File: src/rtl/authentication.sv
// Morse game login front-end: 4-digit ID lookup in a constant ROM, then 6-digit password check.
// Optional guest login (ID 0000) is enabled by defining AUTH_GUEST_EN.
module authentication (
    input  logic       clk,
    input  logic       rst,
    input  logic [3:0] UserDigit,
    input  logic       UserLoad,
    input  logic       logout_from_gamectrl,
    output logic       LoggedIn,
    output logic [2:0] PlayerID_from_pswd,
    output logic       isGuest_from_PSWD,
    output logic       LoggedInLED
);

    localparam int unsigned DIGIT_W  = 4;
    localparam int unsigned ID_W     = 4 * DIGIT_W;
    localparam int unsigned PW_W     = 6 * DIGIT_W;
    localparam int unsigned IDX_W    = 3;
    localparam int unsigned CNT_W    = 3;
    localparam int unsigned ID_LAST  = 3;
    localparam int unsigned PW_LAST  = 5;
    localparam int unsigned IDX_LAST = 7;

    typedef enum logic [1:0] {
        ID_ENTRY,
        SEARCH,
        PSWD_ENTRY,
        LOGGED_IN
    } state_e;

    // Constant credential ROM; only entries 1 and 2 are populated, the rest never match.
    function automatic logic rom_id_hit(input logic [IDX_W-1:0] idx, input logic [ID_W-1:0] id);
        case (idx)
            IDX_W'(1): rom_id_hit = (id == ID_W'(16'h5973));
            IDX_W'(2): rom_id_hit = (id == ID_W'(16'h6197));
            default:   rom_id_hit = 1'b0;
        endcase
    endfunction

    function automatic logic [PW_W-1:0] rom_pw(input logic [IDX_W-1:0] idx);
        case (idx)
            IDX_W'(1): rom_pw = PW_W'(24'hA04A54);
            IDX_W'(2): rom_pw = PW_W'(24'h8957D1);
            default:   rom_pw = '0;
        endcase
    endfunction

    state_e              state_q, state_d;
    logic [ID_W-1:0]     id_q, id_d;
    logic [CNT_W-1:0]    cnt_q, cnt_d;
    logic [IDX_W-1:0]    idx_q, idx_d;
    logic                mis_q, mis_d;
    logic                load_prev_q;
    logic                logged_q, logged_d;
    logic [IDX_W-1:0]    pid_q, pid_d;
    logic                guest_q, guest_d;
    logic                strobe_c;
    logic [PW_W-1:0]     pw_c;
    logic [DIGIT_W-1:0]  pw_digit_c;
    logic                digit_eq_c;

    assign strobe_c = UserLoad & ~load_prev_q;
    assign pw_c     = rom_pw(idx_q);

    // Expected password digit for the current position, first-entered digit in the top nibble.
    always_comb begin
        case (cnt_q)
            CNT_W'(0): pw_digit_c = pw_c[23:20];
            CNT_W'(1): pw_digit_c = pw_c[19:16];
            CNT_W'(2): pw_digit_c = pw_c[15:12];
            CNT_W'(3): pw_digit_c = pw_c[11:8];
            CNT_W'(4): pw_digit_c = pw_c[7:4];
            default:   pw_digit_c = pw_c[3:0];
        endcase
    end

    assign digit_eq_c = (UserDigit == pw_digit_c);

    always_ff @(posedge clk or posedge rst) begin
        if (rst) begin
            state_q     <= ID_ENTRY;
            id_q        <= '0;
            cnt_q       <= '0;
            idx_q       <= '0;
            mis_q       <= 1'b0;
            load_prev_q <= 1'b0;
            logged_q    <= 1'b0;
            pid_q       <= '0;
            guest_q     <= 1'b0;
        end else begin
            state_q     <= state_d;
            id_q        <= id_d;
            cnt_q       <= cnt_d;
            idx_q       <= idx_d;
            mis_q       <= mis_d;
            load_prev_q <= UserLoad;
            logged_q    <= logged_d;
            pid_q       <= pid_d;
            guest_q     <= guest_d;
        end
    end

    always_comb begin
        state_d  = state_q;
        id_d     = id_q;
        cnt_d    = cnt_q;
        idx_d    = idx_q;
        mis_d    = mis_q;
        // Outputs follow the state one edge later; guest sessions are marked by index 0.
        logged_d = (state_q == LOGGED_IN);
        pid_d    = (state_q == LOGGED_IN) ? idx_q : '0;
`ifdef AUTH_GUEST_EN
        guest_d  = (state_q == LOGGED_IN) && (idx_q == '0);
`else
        guest_d  = 1'b0;
`endif

        case (state_q)
            ID_ENTRY: begin
                if (strobe_c) begin
                    id_d = {id_q[ID_W-DIGIT_W-1:0], UserDigit};
                    if (cnt_q == CNT_W'(ID_LAST)) begin
                        cnt_d   = '0;
                        idx_d   = IDX_W'(1);
                        state_d = SEARCH;
                    end else begin
                        cnt_d = cnt_q + CNT_W'(1);
                    end
                end
            end

            SEARCH: begin
`ifdef AUTH_GUEST_EN
                if (id_q == '0) begin
                    idx_d   = '0;
                    state_d = LOGGED_IN;
                end else
`endif
                if (rom_id_hit(idx_q, id_q)) begin
                    cnt_d   = '0;
                    mis_d   = 1'b0;
                    state_d = PSWD_ENTRY;
                end else if (idx_q == IDX_W'(IDX_LAST)) begin
                    id_d    = '0;
                    idx_d   = '0;
                    state_d = ID_ENTRY;
                end else begin
                    idx_d = idx_q + IDX_W'(1);
                end
            end

            PSWD_ENTRY: begin
                if (strobe_c) begin
                    if (cnt_q == CNT_W'(PW_LAST)) begin
                        cnt_d = '0;
                        mis_d = 1'b0;
                        id_d  = '0;
                        if (!mis_q && digit_eq_c) begin
                            state_d = LOGGED_IN;
                        end else begin
                            idx_d   = '0;
                            state_d = ID_ENTRY;
                        end
                    end else begin
                        cnt_d = cnt_q + CNT_W'(1);
                        mis_d = mis_q | ~digit_eq_c;
                    end
                end
            end

            LOGGED_IN: begin
                if (logout_from_gamectrl) begin
                    idx_d   = '0;
                    state_d = ID_ENTRY;
                end
            end

            default: state_d = ID_ENTRY;
        endcase
    end

    assign LoggedIn           = logged_q;
    assign LoggedInLED        = logged_q;
    assign PlayerID_from_pswd = pid_q;
    assign isGuest_from_PSWD  = guest_q;

endmodule

File: config.mk
export PLATFORM = sky130hd
export DESIGN_NAME = authentication
export DESIGN_NICKNAME = d
export VERILOG_FILES = /design/src/rtl/authentication.sv
export SDC_FILE = /design/constraint.sdc
export NUM_CORES = 1
export LEC_CHECK = 0
export ABC_AREA = 1
export CAP_MARGIN = 20
export CORE_MARGIN = 1
export CORE_UTILIZATION = 52
export DETAILED_ROUTE_END_ITERATION = 10
export GPL_TIMING_DRIVEN = 0
export PLACE_DENSITY = 0.81
export SYNTH_ARGS = -nofsm -noshare
export SYNTH_HDL_FRONTEND = slang
export SYNTH_SLANG_ARGS = --single-unit
File: constraint.sdc
create_clock -name clk -period 2 [get_ports clk]
set_clock_uncertainty 0.05 [all_clocks]
set_input_delay 0.4 -clock clk [delete_from_list [all_inputs] [get_ports clk]]
set_output_delay 0.4 -clock clk [all_outputs]
set_load 0.05 [all_outputs]
==> results of run 1 <==
registers in the layout (all words and copies together) (netlist names):
| register | cells |
|---|---|
| id_q | 16 |
| PlayerID_from_pswd | 3 |
| cnt_q | 3 |
| idx_q | 3 |
| state_q | 2 |
| LoggedIn | 1 |
| load_prev_q | 1 |
| mis_q | 1 |
per-stage QoR:
| step | instances | worst slack [ns] | hold slack (ns) | setup TNS (ns) | total power [mW] |
|---|---|---|---|---|---|
| floorplan | 238 | 0.181 | 0.381 | 0 | 2.07 |
| global placement | 296 | -0.195 | 0.415 | -2.76 | 2.32 |
| detailed placement | 297 | -0.207 | 0.418 | -3.18 | 2.37 |
| CTS | 305 | 0.00650 | 0.431 | 0 | 2.89 |
| global route | 309 | -0.0903 | 0.471 | -1.06 | 3.41 |
| finish | 309 | 0.0443 | 0.410 | 0 | 3.15 |
cell families after synthesis:
group           Yosys count
compound gates           36
fa+ha+maj                14
flops                    30
simple gates            118
other cells               1
buf+inv                  39
layer usage:
layer / routed length, um / up-vias
met2: 2070 / 34
met5: 0 / -
met1: 1810 / 781
li1: - / 817
met3: 142 / 9
met4: 79 / 0
final cells by class:
type / instances / area (um^2)
sequential: 30 / 752
tap: 46 / 57.6
timing repair buffer: 17 / 180
inverter: 32 / 120
multi-input combinational: 169 / 1110
buffer: 7 / 50.0
clock inverter: 1 / 5.00
fill: 278 / 1080
clock buffer: 7 / 86.3
synth_stat cells, types with 2 or more instances:
cell / n
inv_2: 2
nor3_1: 5
nor2_1: 10
nand2_4: 3
inv_1: 30
o21ai_0: 7
nor2_2: 2
ha_1: 14
o31ai_1: 2
nor3_2: 2
nand3_1: 9
a21oi_2: 2
nand2_1: 73
nand3_2: 3
o21ai_1: 10
o211ai_1: 2
a21oi_1: 3
buf_4: 4
nand4_1: 6
o31ai_2: 6
dfrtp_1: 30
clkbuf_1: 2
critical path, delay by kind of cell (launching register included):
| kind | cells | cell delay, ns |
|---|---|---|
| simple gates | 4 | 0.63 |
| fa+ha+maj | 1 | 0.21 |
| compound gates | 2 | 0.16 |
| buf+inv | 3 | 0.37 |
| flops | 1 | 0.39 |
what timing repair did:
action / 4_1_cts / 5_1_grt
endpoints found under the setup margin: 5 / 26
hold buffers: 0 / 0
pin swaps: 0 / 2
gates resized for setup: 2 / 29
buffers inserted: 0 / 4
report_power, final:
part	switching, mW	internal [mW]	total, mW	leakage, nW
Sequential	0.165	0.780	0.945	0.401
Combinational	1.05	0.649	1.70	0.687
Clock	0.237	0.277	0.514	0.0482
path summary, 6_finish.rpt:
kind,slack (ns),to,cells past startpoint,startpoint
worst max register to register,0.04,id_q[5],10,state_q[1]
worst min register to register,0.44,id_q[1],2,id_q[1]
worst min-delay path,0.41,PlayerID_from_pswd[1],2,rst
worst max-delay path,0.04,id_q[5],10,state_q[1]
max in group asynchronous,1.00,id_q[2],3,rst
min in group clk,0.44,id_q[1],2,id_q[1]
==> impl_metrics.tcl, run 1 <==
set metrics [dict create \
    status "finished clean" \
    period_share_pct 97.8 \
    num_vias 1641 \
    use_met2_pct 38.0 \
    dieArea_um2 3940 \
    hold_path_class "in -> async" \
    final_common_cell "nand2_1" \
    yosys.area_share.simple_pct 29.6 \
    ys_warn_count 0 \
    async_reset_ff_share_pct 100 \
    p_leak_nw 1.14 \
    busiest_layer "met2" \
    rsz0062_at_grt "true" \
    grt_start_max_net_pins 19 \
    max-clock-path-buffers 2 \
    num_antenna_cells 0 \
    synth_top_family_by_area "simple AND/OR/NAND/NOR gates" \
    drc 0 \
    cap_viol_max_count 0 \
    gr-total-overflow 0 \
    cpMaxStageDelayCell "dfrtp_1" \
    syn_inst 238 \
    synth_top_area_share_pct 39.1 \
    boundaryPins 14 \
    layout_min_cycle_time_ns 1.96 \
    ys_top_cells_by_area "dfrtp_1, nand2_1, ha_1" \
    place.gp.congestion 0.822 \
    synthXorXnorAreaFrac_pct 0 \
    place_area_um2 2130 \
    crit_type "reg -> reg" \
    yosysSeqAreaShare_pct 39.1 \
    cts.root.buffer_cell "clkbuf_8" \
    portBuffers 12 \
    dr.pass1.iters 4 \
    layout.nets 284 \
    antenna_found_initial 0 \
    dp.final_hpwl_um 2870 \
    ant_nets 0 \
    initial_core_util_pct 55.8 \
    grt_pass1_vias 1625 \
    cts_tree "done" \
    syn_to_final_growth_pct 23.1 \
    drt-initial-drc-count 84 \
    coreArea_um2 3440 \
    insertion_delay_ns 0.29 \
    die_w_um 62.8 \
    path_clk_slew_ns 0.07 \
    layout_common_cells "nand2_1, inv_1, dfrtp_1" \
    synthAdderAreaFrac_pct 9.12 \
    final-setup-viol-count 0 \
    synth_flop_cell "dfrtp_1" \
    cp_max_fo 10 \
    worstPathArrival_ns 2.07 \
    synth_area_per_cell_um2 8.07 \
    grt_use_met1_pct 27.3 \
    vdd_drop_max_v 0.00100 \
    layout-drive-gt1-share_pct 22.8 \
    worstPathRequired_ns 2.12 \
    use_met3_pct 4.56 \
    synthesis.nets 260 \
    ys_types 33 \
    max_slew_margin_pct 62.9 \
    routed_wl_um 4100 \
    max_freq_mhz 511 \
    stdcell_area_um2 2360 \
    utilization_pct 68.7 \
    synth_area_um2 1920 \
    cpPeakStageDelay_ns 0.39 \
    cts.sinks 30 \
    chipHeight_um 62.8 \
    grt_use_total_pct 22.8 \
    synth-edff-count 0 \
    synthMuxAreaShare_pct 0 \
    rows 21 \
    yosysTopAreaCell "dfrtp_1" \
    cpMostUsedCell "inv_1" \
    powerDensity_nw_per_um2 1330 \
    grt_pass1_wl_um 6930 \
    crit_chain "inv_1, ha_2, inv_1, o21ai_2, or2_4, nor3_4, nand2_4, buf_4, nand2_1, o31ai_2" \
    ys_ff_latch 30 \
    cts_buffers 5 \
    worst_setup_path_end_kind "register" \
    slew_violations 0 \
    worst_pin_slew_ns 0.556 \
    hold_violations 0 \
    cts_max_level 2 \
    cp-start-kind "register" \
    viasPerCell 5.31 \
    routedWlPerCell_um 13.3 \
    synth-compound-area-share_pct 13.2 \
]
Power figures use the tool's default switching activity.
==> run 2, diff against run 1 <==
- RECOVER_POWER: not set -> 50
- SKIP_CTS_REPAIR_TIMING: not set -> 1
==> run 2 against run 1 <==
Fmax fell by 0.15%. Power barely moved. Core utilization did not move. Non-clock buffer count did not move. Hold slack improved by 0.022 ns. Sequential share of layout area did not move. Routed wire length rose by 0.42%. Largest cell class unchanged.
==> impl_metrics.tcl, run 2 (synthesis results as in run 1) <==
set metrics [dict create \
    status "finished clean" \
    cap_viol_max_count 0 \
    insertion_delay_ns 0.29 \
    dr.pass1.iters 4 \
    vdd_drop_max_v 0.00100 \
    ant_nets 0 \
    layout.nets 284 \
    drt-initial-drc-count 72 \
    worst_setup_path_end_kind "register" \
    final-setup-viol-count 0 \
    grt_start_max_net_pins 19 \
    setup_tns_ns 0 \
    layout_min_cycle_time_ns 1.96 \
    post-place-cells 297 \
    portBuffers 12 \
    stdcell_area_um2 2360 \
    cp.buffers_inverters 3 \
    cts.sinks 30 \
    worstPathArrival_ns 2.08 \
    max-clock-path-buffers 2 \
    dp.final_hpwl_um 2870 \
    max_freq_mhz 511 \
    worst_pin_slew_ns 0.553 \
    hold_violations 0 \
    die_w_um 62.8 \
    slew_violations 0 \
    place_ws_ns -0.207 \
    worstPathRequired_ns 2.12 \
    period_share_pct 97.9 \
    largest_reg_flops 16 \
    rsz0062_at_grt "true" \
    total_power_mw 3.16 \
    cpPeakStageDelay_ns 0.38 \
    coreArea_um2 3440 \
    num_vias 1632 \
    routedWlPerCell_um 13.3 \
    antenna_found_initial 0 \
    fin_hold_ws_ns 0.433 \
    drc 0 \
    final_common_cell "nand2_1" \
    gr-total-overflow 0 \
    max_slew_margin_pct 63.1 \
    num_antenna_cells 0 \
    cpMaxStageDelayCell "dfrtp_1" \
    powerDensity_nw_per_um2 1330 \
    place.gp.congestion 0.822 \
    cts_max_level 2 \
    routed_wl_um 4110 \
    crit_chain "inv_1, ha_2, inv_1, o21ai_2, or2_4, nor3_4, nand2_4, buf_4, nand2_1, o31ai_2" \
    cts_tree "done" \
    crit_family "simple AND/OR/NAND/NOR gates" \
    dieArea_um2 3940 \
    chipHeight_um 62.8 \
    place_area_um2 2130 \
    setup_ws_ns 0.0414 \
    cts_buffers 5 \
    crit_type "reg -> reg" \
    cts.root.buffer_cell "clkbuf_8" \
    cp_max_fo 10 \
    p_leak_nw 1.14 \
    grt_pass1_wl_um 6930 \
    rows 21 \
    grt_use_total_pct 22.8 \
    viasPerCell 5.28 \
    layout_common_cells "nand2_1, inv_1, dfrtp_1" \
    syn_to_final_growth_pct 23.1 \
    path_clk_slew_ns 0.07 \
    utilization_pct 68.7 \
    regMostFlops "id_q" \
    fin_cells 309 \
    grt_pass1_vias 1625 \
    cpMostUsedCell "inv_1" \
    hold_path_class "reg -> reg" \
    initial_core_util_pct 55.8 \
    cp-start-kind "register" \
    boundaryPins 14 \
    layout-drive-gt1-share_pct 22.8 \
]
## run 2: cell types whose count changed in the layout (fill, tap and decap cells not counted), sizes merged
cell and change:
clkdlybuf4s50 -1, dlygate4sd3 +1
## run 2: final cells by class
cell class                      instances  area (um^2)
Sequential cell                        30          752
Clock buffer                            7         86.3
Multi-Input combinational cell        169         1110
Clock inverter                          1         5.00
Inverter                               32          120
Tap cell                               46         57.6
Timing Repair Buffer                   17          180
Buffer                                  7         50.0
Fill cell                             281         1080
## run 2: tightest hold or removal path: cells and delay by family (launching register included)
family | cells | cell delay (ns)
flops | 1 | 0.34
compound gates | 1 | 0.06
simple gates | 1 | 0.05
## run 2: power breakdown
group | total, mW | switching [mW] | internal (mW)
sequential | 0.944 | 0.164 | 0.780
combinational | 1.70 | 1.05 | 0.649
clock | 0.517 | 0.240 | 0.277
total | 3.16 | 1.45 | 1.71
## run 2: layer usage
metal	vias up	share of wire [%]	wire length (um)	track usage, %
met5	-	0	0	0
met4	0	2.1	88	12.5
met3	10	4.0	166	4.56
met2	28	50	2060	38.0
met1	777	44	1800	27.3
li1	817	-	-	-
## run 2: worst paths after layout
path,slack (ns),end,startpoint,depth (start not counted)
setup / recovery,0.04,id_q[5],state_q[0],10
min in group asynchronous,0.54,PlayerID_from_pswd[1],rst,2
hold reg to reg,0.43,mis_q,mis_q,2
max in group asynchronous,0.87,id_q[2],rst,3
setup reg to reg,0.04,id_q[5],state_q[0],10
hold / removal,0.43,mis_q,mis_q,2
